[config.mk]
export PLATFORM = sky130hd
export DESIGN_NAME = cache_control_flat
export DESIGN_NICKNAME = d
export VERILOG_FILES = /design/src/rtl/cache_control_pkg.sv /design/src/rtl/cache_control_if.sv /design/src/rtl/cache_control_sat_counter.sv /design/src/rtl/cache_control.sv /design/src/flat_wrapper.sv
export SDC_FILE = /design/constraint.sdc
export NUM_CORES = 1
export LEC_CHECK = 0
export CORE_ASPECT_RATIO = 0.7
export CORE_MARGIN = 2
export CORE_UTILIZATION = 55
export CTS_CLUSTER_DIAMETER = 40
export DETAILED_ROUTE_END_ITERATION = 10
export PLACE_DENSITY = 0.86
export SETUP_SLACK_MARGIN = 0.3
export SLEW_MARGIN = 25
export SYNTH_ARGS = -nofsm -noshare
export SYNTH_HDL_FRONTEND = slang
export SYNTH_SLANG_ARGS = --single-unit
[constraint.sdc]
create_clock -name clk -period 3.9 [get_ports clk]
set_input_delay 0.39 -clock clk [delete_from_list [all_inputs] [get_ports clk]]
set_output_delay 0.39 -clock clk [all_outputs]
set_load 0.02 [all_outputs]
[src/rtl/cache_control_pkg.sv]
// cache_ctrl_pkg: FSM state encoding and datapath mux select constants for cache_control.
package cache_ctrl_pkg;

    typedef enum logic [2:0] {IDLE, LOOKUP, WRITEBACK, FETCH, INSTALL} state_e;

    localparam logic DWMUX_FILL    = 1'b0;
    localparam logic DWMUX_STORE   = 1'b1;
    localparam logic PMADDR_CPU    = 1'b0;
    localparam logic PMADDR_VICTIM = 1'b1;
    localparam logic ADMUX_ARRAY   = 1'b0;
    localparam logic ADMUX_PMDR    = 1'b1;

endpackage

[src/rtl/cache_control_if.sv]
// cache_control_if: CPU, physical-memory and datapath control/status signals around the cache controller.
interface cache_control_if;

    logic mem_read, mem_write, hit, eviction, pmem_resp;
    logic mem_resp, pmem_read, pmem_write, array_read, array_load, lru_load, dirty_load;
    logic pmdr_load, datawritemux_sel, adaptermux_sel, pmemaddrmux_sel;

    modport master (
        input  mem_read, mem_write, hit, eviction, pmem_resp,
        output mem_resp, pmem_read, pmem_write, array_read, array_load, lru_load, dirty_load,
               pmdr_load, datawritemux_sel, adaptermux_sel, pmemaddrmux_sel
    );

    modport slave (
        output mem_read, mem_write, hit, eviction, pmem_resp,
        input  mem_resp, pmem_read, pmem_write, array_read, array_load, lru_load, dirty_load,
               pmdr_load, datawritemux_sel, adaptermux_sel, pmemaddrmux_sel
    );

endinterface

[src/rtl/cache_control_sat_counter.sv]
// sat_counter: up-counter that sticks at all-ones, synchronous active-high clear.
module sat_counter #(
    parameter int W = 32
) (
    input  logic         clk,
    input  logic         rst,
    input  logic         inc_i,
    output logic [W-1:0] count_o
);

    logic [W-1:0] count_q, count_d;

    assign count_d = (inc_i && count_q != '1) ? count_q + 1'b1 : count_q;
    assign count_o = count_q;

    always_ff @(posedge clk) begin
        if (rst) count_q <= '0;
        else     count_q <= count_d;
    end

endmodule

[src/rtl/cache_control.sv]
// cache_control: control FSM for the 2-way, 8-set cache datapath with writeback/fill sequencing
// and saturating hit/miss/writeback counters.
module cache_control
    import cache_ctrl_pkg::*;
#(
    parameter int CNT_WIDTH = 32
) (
    input  logic                 clk,
    input  logic                 rst,
    cache_control_if.master      bus,
    output logic [CNT_WIDTH-1:0] hit_count,
    output logic [CNT_WIDTH-1:0] miss_count,
    output logic [CNT_WIDTH-1:0] wb_count
);

    state_e state_q, state_d;
    logic   replay_q, replay_d;
    logic   req, hit_inc, miss_inc, wb_inc;

    assign req = bus.mem_read | bus.mem_write;

    always_ff @(posedge clk) begin
        if (rst) begin
            state_q  <= IDLE;
            replay_q <= 1'b0;
        end else begin
            state_q  <= state_d;
            replay_q <= replay_d;
        end
    end

    always_comb begin
        state_d              = state_q;
        replay_d             = replay_q;
        hit_inc              = 1'b0;
        miss_inc             = 1'b0;
        wb_inc               = 1'b0;
        bus.mem_resp         = 1'b0;
        bus.pmem_read        = 1'b0;
        bus.pmem_write       = 1'b0;
        bus.array_read       = 1'b0;
        bus.array_load       = 1'b0;
        bus.lru_load         = 1'b0;
        bus.dirty_load       = 1'b0;
        bus.pmdr_load        = 1'b0;
        bus.datawritemux_sel = DWMUX_FILL;
        bus.adaptermux_sel   = ADMUX_ARRAY;
        bus.pmemaddrmux_sel  = PMADDR_CPU;
        if (!rst) begin
            bus.array_read = 1'b1;
            case (state_q)
                IDLE: state_d = req ? LOOKUP : IDLE;
                LOOKUP: begin
                    if (!req) begin
                        state_d  = IDLE;
                        replay_d = 1'b0;
                    end else if (bus.hit) begin
                        // mem_write wins when both request lines are high
                        bus.mem_resp         = 1'b1;
                        bus.lru_load         = 1'b1;
                        bus.array_load       = bus.mem_write;
                        bus.dirty_load       = bus.mem_write;
                        bus.datawritemux_sel = bus.mem_write ? DWMUX_STORE : DWMUX_FILL;
                        hit_inc              = !replay_q;
                        state_d              = IDLE;
                        replay_d             = 1'b0;
                    end else begin
                        miss_inc = !replay_q;
                        state_d  = bus.eviction ? WRITEBACK : FETCH;
                    end
                end
                WRITEBACK: begin
                    bus.pmem_write      = 1'b1;
                    bus.pmemaddrmux_sel = PMADDR_VICTIM;
                    wb_inc              = bus.pmem_resp;
                    state_d             = bus.pmem_resp ? FETCH : WRITEBACK;
                end
                FETCH: begin
                    bus.pmem_read = 1'b1;
                    bus.pmdr_load = bus.pmem_resp;
                    state_d       = bus.pmem_resp ? INSTALL : FETCH;
                end
                INSTALL: begin
                    bus.array_load = 1'b1;
                    bus.dirty_load = 1'b1;
                    replay_d       = 1'b1;
                    state_d        = LOOKUP;
                end
                default: state_d = IDLE;
            endcase
        end
    end

    sat_counter #(.W(CNT_WIDTH)) u_hit  (.clk(clk), .rst(rst), .inc_i(hit_inc),  .count_o(hit_count));
    sat_counter #(.W(CNT_WIDTH)) u_miss (.clk(clk), .rst(rst), .inc_i(miss_inc), .count_o(miss_count));
    sat_counter #(.W(CNT_WIDTH)) u_wb   (.clk(clk), .rst(rst), .inc_i(wb_inc),   .count_o(wb_count));

endmodule

[src/flat_wrapper.sv]
// flat-port wrapper written by rule: the top's interface ports become plain ports
module cache_control_flat import cache_ctrl_pkg::*;
#(
    parameter int CNT_WIDTH = 32
)
  (clk, rst, hit_count, miss_count, wb_count, bus_mem_read, bus_mem_write, bus_hit, bus_eviction, bus_pmem_resp, bus_mem_resp, bus_pmem_read, bus_pmem_write, bus_array_read, bus_array_load, bus_lru_load, bus_dirty_load, bus_pmdr_load, bus_datawritemux_sel, bus_adaptermux_sel, bus_pmemaddrmux_sel);
  cache_control_if bus_i ();
  input  logic clk;
  input  logic rst;
  output logic [CNT_WIDTH-1:0] hit_count;
  output logic [CNT_WIDTH-1:0] miss_count;
  output logic [CNT_WIDTH-1:0] wb_count;
  input wire logic [$bits(bus_i.mem_read)-1:0] bus_mem_read;
  input wire logic [$bits(bus_i.mem_write)-1:0] bus_mem_write;
  input wire logic [$bits(bus_i.hit)-1:0] bus_hit;
  input wire logic [$bits(bus_i.eviction)-1:0] bus_eviction;
  input wire logic [$bits(bus_i.pmem_resp)-1:0] bus_pmem_resp;
  output wire logic [$bits(bus_i.mem_resp)-1:0] bus_mem_resp;
  output wire logic [$bits(bus_i.pmem_read)-1:0] bus_pmem_read;
  output wire logic [$bits(bus_i.pmem_write)-1:0] bus_pmem_write;
  output wire logic [$bits(bus_i.array_read)-1:0] bus_array_read;
  output wire logic [$bits(bus_i.array_load)-1:0] bus_array_load;
  output wire logic [$bits(bus_i.lru_load)-1:0] bus_lru_load;
  output wire logic [$bits(bus_i.dirty_load)-1:0] bus_dirty_load;
  output wire logic [$bits(bus_i.pmdr_load)-1:0] bus_pmdr_load;
  output wire logic [$bits(bus_i.datawritemux_sel)-1:0] bus_datawritemux_sel;
  output wire logic [$bits(bus_i.adaptermux_sel)-1:0] bus_adaptermux_sel;
  output wire logic [$bits(bus_i.pmemaddrmux_sel)-1:0] bus_pmemaddrmux_sel;
  assign bus_i.mem_read = bus_mem_read;
  assign bus_i.mem_write = bus_mem_write;
  assign bus_i.hit = bus_hit;
  assign bus_i.eviction = bus_eviction;
  assign bus_i.pmem_resp = bus_pmem_resp;
  assign bus_mem_resp = bus_i.mem_resp;
  assign bus_pmem_read = bus_i.pmem_read;
  assign bus_pmem_write = bus_i.pmem_write;
  assign bus_array_read = bus_i.array_read;
  assign bus_array_load = bus_i.array_load;
  assign bus_lru_load = bus_i.lru_load;
  assign bus_dirty_load = bus_i.dirty_load;
  assign bus_pmdr_load = bus_i.pmdr_load;
  assign bus_datawritemux_sel = bus_i.datawritemux_sel;
  assign bus_adaptermux_sel = bus_i.adaptermux_sel;
  assign bus_pmemaddrmux_sel = bus_i.pmemaddrmux_sel;
  cache_control #(.CNT_WIDTH(CNT_WIDTH)) u_core (.clk(clk), .rst(rst), .bus(bus_i), .hit_count(hit_count), .miss_count(miss_count), .wb_count(wb_count));
endmodule
==> out/results.ini, run 1 <==
[power]
p_per_area_nw_per_um2=312.0
power.internal_mw=1.635
switchingPower_uw=437.4
netSwitchingFraction_pct=21.11
p_leak_nw=1.919
combPwrFrac_pct=4.0
finalPower_mw=2.072
pwr-share-seq_pct=49.9
clkPwrFrac_pct=46.2
vdd_drop_max_mv=0.2264

[synth]
synth.distinct_cells=50
synth-simple-area-share_pct=31.69
synth_xor_area_share_pct=3.245
syn_inst=631
syn_nets=641
synth-compound-area-share_pct=19.59
ys_ff_latch=100
muxShareOfSynthArea_pct=1.293
synth.cell_area_um2=5129
ys.warnings.count=0
synth_edf_count=0
postSynth.asyncResetShare_pct=0
synth_adder_area_share_pct=0.7319
synth_ff_type=dfxtp_1
seq_area_frac_synth_pct=39.03
synth_top_family_by_area=simple AND/OR/NAND/NOR gates
postSynthAreaPerCell_um2=8.128

[timing]
finalClockSkew_ns=0.008191
whs_ns=0.4994
period_share_pct=74.82
finalSetupTns_ns=0
hold_viol=0
setup_viol=0
period_needed_ns=2.918
maxSlewViolCount=0
fmax_ghz=0.3427
setup_ws_ns=0.9821
rsz0062_at_grt=no
slew_headroom_pct=49.07
tightest_slew_ns=0.7606

[cts]
clockRootBuffer=clkbuf_16
cts_resized=0
holdBufCountCts=0
path_clk_slew_ns=0.07
clkLatencyLatePin_ns=0.35
cts_tree=done
postCtsSetupBuffers=0
cts_num_sinks=100
numCtsBuffers=9
cts_buffer_depth=2
htreeDepth=3

[setup_path]
critPathMaxFanout=11
cpMaxStageDelayCell=or4_1
critPathBufInv=0
cp-end-kind=flop
r2r_start=u_core.state_q[2]
crit_path_start_kind=flop
timing.rr.end=u_core.u_miss.count_o[30]
reg2reg_depth=5
crit_path_cell_trace=or4b_4 > or4_4 > or4_1 > or4_1 > a21oi_1
crit_family=simple AND/OR/NAND/NOR gates
worstPathRequired_ns=4.18
crit_type=reg -> reg
arrival_ns=3.20
slowest_delay_ns=0.66
cp_common_cell=or4_1
ff2ff_setup_slack_ns=0.98

[routing]
antenna_left=0
wirelength_um=13960
dr.pass1.iters=5
drc=0
top_layer=met4
vias_per_cell=6.370
wl_met2_um=6504
wl_met3_um=1062
wl_met1_um=6032
vias=5446
routedWlPerCell_um=16.33
drt_iter0_drc=494

[floorplanning]
start_util_pct=56.54
io_pins=114
die-area_um2=10130
die_w_um=119.4
die_h_um=84.79
core_um2=9071
rows=29

[min_path]
hold_depth=2
hold_path.class=reg -> reg
whs_endpoint=u_core.u_miss.count_o[29]
min-delay-start=u_core.u_miss.count_o[29]

[placement]
place_congestion=0.9177
place_area_um2=6324
dpl.hpwl_um=9880
dp_slack_ns=1.027
io_buffers=112
dp_cells=839

[grt]
grt_remaining_overflow=0
grt_first_pass_wirelength_um=23300
grt_max_degree=72
grt_pass1_vias=4950
grtUsageTotal_pct=28.00
antenna_found_initial=0

[cells_and_area]
antenna_cells=0
drive_above_1_share_pct=5.609
finish.instance_area_um2=6643
area_delta_synth_final_pct=29.52
nets=736
utilization_pct=73.23
fin_cells=855

[run_status]
outcome=finished clean

[job]
cap_violations=0

==> how the worst max path moves through the flow <==
stage	start	to	slack (ns)	depth (start not counted)
2_1_floorplan	u_core.state_q[1]	u_core.u_wb.count_o[27]	1.23	7
3_3_place_gp	rst	u_core.u_miss.count_o[30]	1.09	6
3_5_place_dp	rst	u_core.u_miss.count_o[30]	1.03	6
4_1_cts	u_core.state_q[2]	u_core.u_miss.count_o[30]	1.02	5
5_1_grt	u_core.state_q[0]	u_core.u_miss.count_o[30]	0.90	5
6_report	u_core.state_q[2]	u_core.u_miss.count_o[30]	0.98	5
==> power by group through the flow <==
stage	clock network, mW	logic, mW	registers [mW]
3_5_place_dp	0	0.0812	1.06
4_1_cts	0.966	0.0819	1.03
6_report	0.957	0.0824	1.03
2_1_floorplan	0	0.0569	1.05
3_3_place_gp	0	0.0790	1.06
5_1_grt	1.01	0.0892	1.03
==> Yosys cell counts, types with 3 or more instances <==
library cell	n	area, um^2
a31o_2	3	26.28
dfxtp_1	100	2002
or4_1	33	247.7
ha_1	3	37.54
a2111oi_0	3	26.28
a211oi_1	6	45.04
nor2_1	41	153.9
nor4b_1	4	35.03
nand4_1	29	181.4
and3_1	6	37.54
and2_1	3	18.77
clkbuf_1	31	116.4
xnor2_1	18	157.7
a21oi_1	67	335.3
o41ai_1	4	35.03
o211ai_1	5	37.54
and4_1	10	87.58
inv_1	16	60.06
o21ai_0	36	180.2
o31ai_1	32	240.2
nand2_1	37	138.9
or3_1	37	231.5
nor4_1	18	112.6
nor3_1	11	55.05
mux2_2	5	56.30
buf_4	4	30.03
nand3_1	35	175.2
nor2b_1	6	37.54
==> layout make-up <==
cell class,count,area (um^2)
Fill cell,679,2429
Clock inverter,4,72.57
Timing Repair Buffer,122,1191
Clock buffer,12,246.5
Sequential cell,100,2002
Multi-Input combinational cell,476,2912
Inverter,17,63.81
Tap cell,124,155.1
==> worst min-delay path: stages (launching register included) <==
cell	delay [ns]
dfxtp_1	0.33
o31ai_1	0.07
a21oi_1	0.05
==> cell families after synthesis <==
kind of cell | after synthesis
compound gates | 165
xor+xnor | 19
fa+ha+maj | 3
buf+inv | 55
flops | 100
mux | 6
other cells | 1
simple gates | 282
==> layout by cell type (no fill, tap or decap), types with 11 or more instances in the layout <==
cell type and instances:
a21oi_1 67, clkdlybuf4s50_1 111, dfxtp_1 100, inv_1 16, nand2_1 37, nand3_1 35, nand4_1 29, nor2_1 41
nor3_1 11, nor4_1 18, o21ai_0 36, o31ai_1 32, or3_1 37, or4_1 33, xnor2_1 18
==> registers in the layout, summed over array words and instances, names as in the netlist <==
| name | cells |
|---|---|
| u_core.u_hit.count_o | 32 |
| u_core.u_miss.count_o | 32 |
| u_core.u_wb.count_o | 32 |
| u_core.state_q | 3 |
| u_core.replay_q | 1 |
==> metal layers <==
layer  track usage (%)  vias to the layer above
li1                  -                     2615
met1             35.71                     2573
met2             45.61                      225
met3             7.065                       33
met4             11.55                        0
met5                 0                        -
No activity file was read; power rests on OpenSTA's default activity.
==> run 2: changes to the inputs <==
--- a/config.mk
+++ b/config.mk
@@ -7,10 +7,10 @@
 export LEC_CHECK = 0
 export CORE_ASPECT_RATIO = 0.7
 export CORE_MARGIN = 2
-export CORE_UTILIZATION = 55
+export CORE_UTILIZATION = 46
 export CTS_CLUSTER_DIAMETER = 40
 export DETAILED_ROUTE_END_ITERATION = 10
-export PLACE_DENSITY = 0.86
+export PLACE_DENSITY = 0.77
 export SETUP_SLACK_MARGIN = 0.3
 export SLEW_MARGIN = 25
 export SYNTH_ARGS = -nofsm -noshare
==> constraint.sdc (replaced) <==
create_clock -name clk -period 2.5 [get_ports clk]
set_input_delay 0.25 -clock clk [delete_from_list [all_inputs] [get_ports clk]]
set_output_delay 0.25 -clock clk [all_outputs]
set_load 0.02 [all_outputs]
==> out/results.ini, run 2 (synthesized netlist as in run 1, its figures left out) <==
[routing]
antenna_left=0  ; unchanged
drc=0  ; unchanged
vias=5844  ; +7.3%
wirelength_um=16580  ; +19%
drt_iter0_drc=438  ; -11%
dr.pass1.iters=5  ; unchanged
routedWlPerCell_um=17.38  ; +6.4%
vias_per_cell=6.126  ; -3.8%

[setup_path]
crit_path_start_kind=flop
crit_type=reg -> reg
slowest_delay_ns=0.51  ; -0.15 ns
cp-end-kind=flop
ff2ff_setup_slack_ns=0.04  ; -0.94 ns
critPathBufInv=0  ; unchanged
cp_common_cell=or4_4
worstPathRequired_ns=2.78  ; -1.40 ns
timing.rr.end=u_core.u_miss.count_o[30]
crit_end=u_core.u_miss.count_o[30]
crit_family=simple AND/OR/NAND/NOR gates
reg2reg_depth=5  ; unchanged
critPathMaxFanout=6  ; -5
r2r_start=u_core.state_q[1]
path_depth=5  ; unchanged
cpMaxStageDelayCell=or4b_4
critPathLaunch=u_core.state_q[1]
crit_path_cell_trace=or4b_4 > or4_4 > or4_4 > or4_4 > a21oi_2
arrival_ns=2.73  ; -0.47 ns

[cells_and_area]
drive_above_1_share_pct=23.10  ; +17 points
final_cell_mix=103 x clkdlybuf4s50_1, 74 x buf_4, 73 x dfxtp_1
nets=806  ; +9.5%
antenna_cells=0  ; unchanged
area_delta_synth_final_pct=48.91
final_common_cell=clkdlybuf4s50_1
nFillCells=836  ; +23%
finish.instance_area_um2=7637  ; +15%

[floorplanning]
io_pins=114  ; unchanged
die_w_um=130.2  ; +9.0%
die-area_um2=12020  ; +19%
rows=32  ; +10%
core_um2=10930  ; +20%
die_h_um=92.35  ; +8.9%
start_util_pct=46.92  ; -9.6 points

[power]
vdd_drop_max_mv=0.3233  ; +43%
p_leak_nw=2.381  ; +24%
switchingPower_uw=717.4  ; +64%
clkPwrFrac_pct=46.1  ; about the same
power.internal_mw=2.565  ; +57%
combPwrFrac_pct=5.2  ; +1.2 points
netSwitchingFraction_pct=21.85  ; +0.74 points
pwr-share-seq_pct=48.7  ; -1.2 points
p_per_area_nw_per_um2=429.8  ; +38%

[grt]
grtUsageTotal_pct=27.10  ; -0.90 points
grt_pass1_vias=5466  ; +10%
grt_remaining_overflow=0  ; unchanged
antenna_found_initial=0  ; unchanged
grt_first_pass_wirelength_um=26370  ; +13%
grt_max_degree=66  ; -8.3%

[cts]
cts_tree=done
htreeDepth=3  ; unchanged
path_clk_slew_ns=0.07  ; about the same
cts_buffer_depth=2  ; unchanged
clockRootBuffer=clkbuf_16
cts_num_sinks=100  ; unchanged
clkLatencyLatePin_ns=0.35  ; about the same
numCtsBuffers=9  ; unchanged
holdBufCountCts=0  ; unchanged

[placement]
place_congestion=0.9208  ; +0.34%
dpl.hpwl_um=10710  ; +8.4%
io_buffers=112  ; unchanged
place_area_um2=6745  ; +6.7%

[timing]
hold_viol=0  ; unchanged
finalClockSkew_ns=0.006909  ; -0.001282 ns
rsz0062_at_grt=yes
setup_viol=0  ; unchanged
maxSlewViolCount=0  ; unchanged
period_needed_ns=2.458  ; -0.4598 ns
slew_headroom_pct=52.30  ; +3.2 points
fmax_ghz=0.4068  ; +19%
tightest_slew_ns=0.7155  ; -0.04509 ns
period_share_pct=98.32  ; +24 points
whs_ns=0.4578  ; -0.04158 ns

[job]
cap_violations=0  ; unchanged

[run_status]
outcome=finished clean

[min_path]
min-delay-start=rst
hold_path.class=in -> reg

run 2: cell types whose count changed in the layout (fill, tap and decap cells not counted), sizes merged:
cell / change
o311ai: +1
dlymetal6s2s: +1
o31ai: +1
clkdlybuf4s15: +1
buf: +68
clkbuf: +1
dlygate4sd2: +5
clkdlybuf4s50: -8
run 2: power groups by stage:
stage	sequential [mW]	combinational, mW	clock, mW
final	1.60	0.171	1.51
after global routing	1.60	0.184	1.60
after CTS	1.60	0.163	1.52
after detailed placement	1.64	0.158	0
after global placement	1.64	0.155	0
after floorplan	1.64	0.0971	0
run 2: metal layers:
layer | GRT usage (%) | share of wire [%] | up-vias
li1 | - | - | 2759
met1 | 36.41 | 44 | 2823
met2 | 43.98 | 48 | 225
met3 | 5.488 | 6.4 | 37
met4 | 8.154 | 2.0 | 0
met5 | 0 | 0 | -
run 2: area by class of cell:
cell class                 instances  area (um^2)  area share, %
sequential                       100         2046          26.79
tap                              153        191.4          2.507
clock inverter                     4        72.57         0.9502
clock buffer                      12        246.5          3.227
inverter                          17        63.81         0.8355
timing repair buffer             190         1708          22.36
multi-input combinational        478         3309          43.33
run 2: how the worst min path moves through the flow:
stage	endpoint	slack, ns	depth (start not counted)
finish	u_core.u_miss.count_o[24]	0.46	3
global route	u_core.u_miss.count_o[24]	0.47	3
CTS	u_core.u_miss.count_o[24]	0.45	3
detailed placement	u_core.u_wb.count_o[0]	0.47	1
global placement	u_core.u_wb.count_o[0]	0.46	1
floorplan	u_core.state_q[2]	0.41	2
run 2: what timing repair did:
action	in CTS	in global routing
gates resized for setup	43	54
endpoints found under the setup margin	74	81
pin swaps	17	24
setup buffers	10	16
gates cloned	4	0
run 2: worst min-delay path, stage by stage:
cell and delay (ns):
buf_4 0.12, buf_4 0.26, nor2_1 0.14
run 2: stage by stage:
step | setup WS [ns] | utilization (%) | setup TNS [ns] | cells | power (mW)
after floorplan | -0.08026 | - | -0.08026 | 631 | 1.739
after global placement | -0.1885 | 61.71 | -0.4540 | 908 | 1.795
after detailed placement | -0.2413 | 61.71 | -1.132 | 908 | 1.799
after CTS | 0.05089 | 67.38 | 0 | 938 | 3.292
after global routing | 0.01232 | 69.87 | 0 | 954 | 3.378
final | 0.04190 | 69.87 | 0 | 954 | 3.283
==> run 3: changes to the inputs <==
--- a/config.mk
+++ b/config.mk
@@ -10,9 +10,9 @@
 export CORE_UTILIZATION = 46
 export CTS_CLUSTER_DIAMETER = 40
 export DETAILED_ROUTE_END_ITERATION = 10
+export MAX_ROUTING_LAYER = met4
 export PLACE_DENSITY = 0.77
 export SETUP_SLACK_MARGIN = 0.3
-export SLEW_MARGIN = 25
 export SYNTH_ARGS = -nofsm -noshare
 export SYNTH_HDL_FRONTEND = slang
 export SYNTH_SLANG_ARGS = --single-unit
==> out/results.ini, run 3 (synthesized netlist as in run 1, its figures left out) <==
[timing]
slew_headroom_pct=61.55  ; +9.3 points
setup_viol=0  ; unchanged
fmax_ghz=0.4050  ; -0.45%
setup_ws_ns=0.03070  ; -0.01120 ns
period_needed_ns=2.469  ; +0.01120 ns
whs_ns=0.4664  ; +0.008562 ns
period_share_pct=98.77  ; +0.45 points
finalSetupTns_ns=0  ; unchanged
hold_viol=0  ; unchanged
finalClockSkew_ns=0.007747  ; +0.0008372 ns
rsz0062_at_grt=yes
maxSlewViolCount=0  ; unchanged
tightest_slew_ns=0.5715  ; -0.1441 ns

[grt]
grt_first_pass_wirelength_um=25080  ; -4.9%
grt_remaining_overflow=0  ; unchanged
grt_pass1_vias=5174  ; -5.3%
antenna_found_initial=0  ; unchanged
grt_max_degree=41  ; -38%
grtUsageTotal_pct=26.37  ; -0.72 points

[power]
p_per_area_nw_per_um2=428.2  ; -0.38%
vdd_drop_max_mv=0.3244  ; +0.35%
finalPower_mw=3.380  ; +3.0%
p_leak_nw=2.506  ; +5.2%

[placement]
io_buffers=112  ; unchanged
place_area_um2=6768  ; +0.33%
dpl.hpwl_um=10520  ; -1.8%
place_congestion=0.9232  ; +0.26%
dp_slack_ns=-0.2220  ; +0.01926 ns

[cts]
cts_buffer_depth=2  ; unchanged
path_clk_slew_ns=0.07  ; about the same
holdBufCountCts=0  ; unchanged
cts_tree=done
clkLatencyLatePin_ns=0.35  ; about the same
cts_num_sinks=100  ; unchanged
htreeDepth=3  ; unchanged
clockRootBuffer=clkbuf_16
numCtsBuffers=9  ; unchanged

[setup_path]
crit_path_cell_trace=or4b_4 > or4_4 > or4_4 > or4_1 > a21oi_1
crit_type=reg -> reg
worstPathRequired_ns=2.77  ; about the same
crit_family=simple AND/OR/NAND/NOR gates
crit_path_start_kind=flop
slowest_delay_ns=0.52  ; about the same
critPathMaxFanout=6  ; unchanged
cp_common_cell=or4_4
arrival_ns=2.74  ; about the same
critPathBufInv=0  ; unchanged
cpMaxStageDelayCell=or4b_4
cp-end-kind=flop

[floorplanning]
io_pins=114  ; unchanged
rows=32  ; unchanged
die_w_um=130.2  ; unchanged
die_h_um=92.35  ; unchanged
start_util_pct=46.92  ; unchanged
die-area_um2=12020  ; unchanged
core_um2=10930  ; unchanged

[cells_and_area]
final_common_cell=clkdlybuf4s50_1
area_delta_synth_final_pct=53.92
antenna_cells=0  ; unchanged
final_cell_mix=103 x clkdlybuf4s50_1, 77 x dfxtp_1, 61 x a21oi_1
nFillCells=781  ; -6.6%
drive_above_1_share_pct=24.91  ; +1.8 points
finish.instance_area_um2=7894  ; +3.4%
nets=808  ; +0.25%

[routing]
vias_per_cell=6.281  ; +2.5%
wirelength_um=17560  ; +5.9%
routedWlPerCell_um=18.37  ; +5.7%
antenna_left=0  ; unchanged
drc=0  ; unchanged
drt_iter0_drc=525  ; +20%
vias=6005  ; +2.8%
dr.pass1.iters=5  ; unchanged

[min_path]
hold_path.class=in -> reg

[run_status]
outcome=finished clean

[job]
cap_violations=0  ; unchanged

## run 3: cell types whose count changed in the layout (fill, tap and decap cells not counted), sizes merged
cell           change
dlymetal6s2s       +1
clkdlybuf4s15      -1
buf                +2
dlygate4sd2        +1
clkinv             -1
## run 3: timing repair
item	CTS	global route
setup endpoints to repair	75	81
setup buffers	12	13
pin swaps	34	53
endpoints found under the hold margin	0	0
resized for setup	54	76
gates cloned	3	1
## run 3: area by class of cell
class / instances / area [um^2] / area share [%]
clock inverter: 3 / 67.56 / 0.8559
multi-input combinational: 478 / 3472 / 43.98
timing repair buffer: 192 / 1798 / 22.78
inverter: 17 / 63.81 / 0.8084
tap: 153 / 191.4 / 2.425
clock buffer: 13 / 270.3 / 3.424
sequential: 100 / 2031 / 25.73
## run 3: power breakdown
group | internal, mW | leakage (nW) | switching, mW | total (mW)
Clock | 0.960 | 0.162 | 0.615 | 1.58
Sequential | 1.60 | 0.817 | 0.00612 | 1.60
Combinational | 0.0855 | 1.53 | 0.115 | 0.200
Total | 2.64 | 2.51 | 0.736 | 3.38
## run 3: through the flow
stage	instances	util, %
3_3_place_gp	911	61.92
6_report	956	72.22
3_5_place_dp	911	61.92
2_1_floorplan	631	-
5_1_grt	956	72.22
4_1_cts	942	68.14
## run 3: metal layers
layer | vias up | wire, um | track usage, % | share of wire [%]
li1 | 2759 | - | - | -
met1 | 2889 | 7522 | 35.31 | 43
met2 | 324 | 8464 | 41.14 | 48
met3 | 33 | 1299 | 5.430 | 7.4
met4 | 0 | 271 | 6.362 | 1.5
met5 | - | 0 | - | 0
## run 3: path summary, 6_finish.rpt
kind / from / endpoint / slack, ns / cells past startpoint
max: u_core.state_q[1] / u_core.u_miss.count_o[30] / 0.03 / 5
min: rst / u_core.u_miss.count_o[1] / 0.47 / 3
max reg2reg: u_core.state_q[1] / u_core.u_miss.count_o[30] / 0.03 / 5
min reg2reg: u_core.u_wb.count_o[0] / u_core.u_wb.count_o[0] / 0.49 / 1
## run 3: worst register-to-register path, delay by kind of cell, from the launching register on
kind | cells | cell delay [ns]
AND/OR/NAND/NOR | 4 | 1.93
flip-flops | 1 | 0.32
AO/OA/AOI/OAI | 1 | 0.15
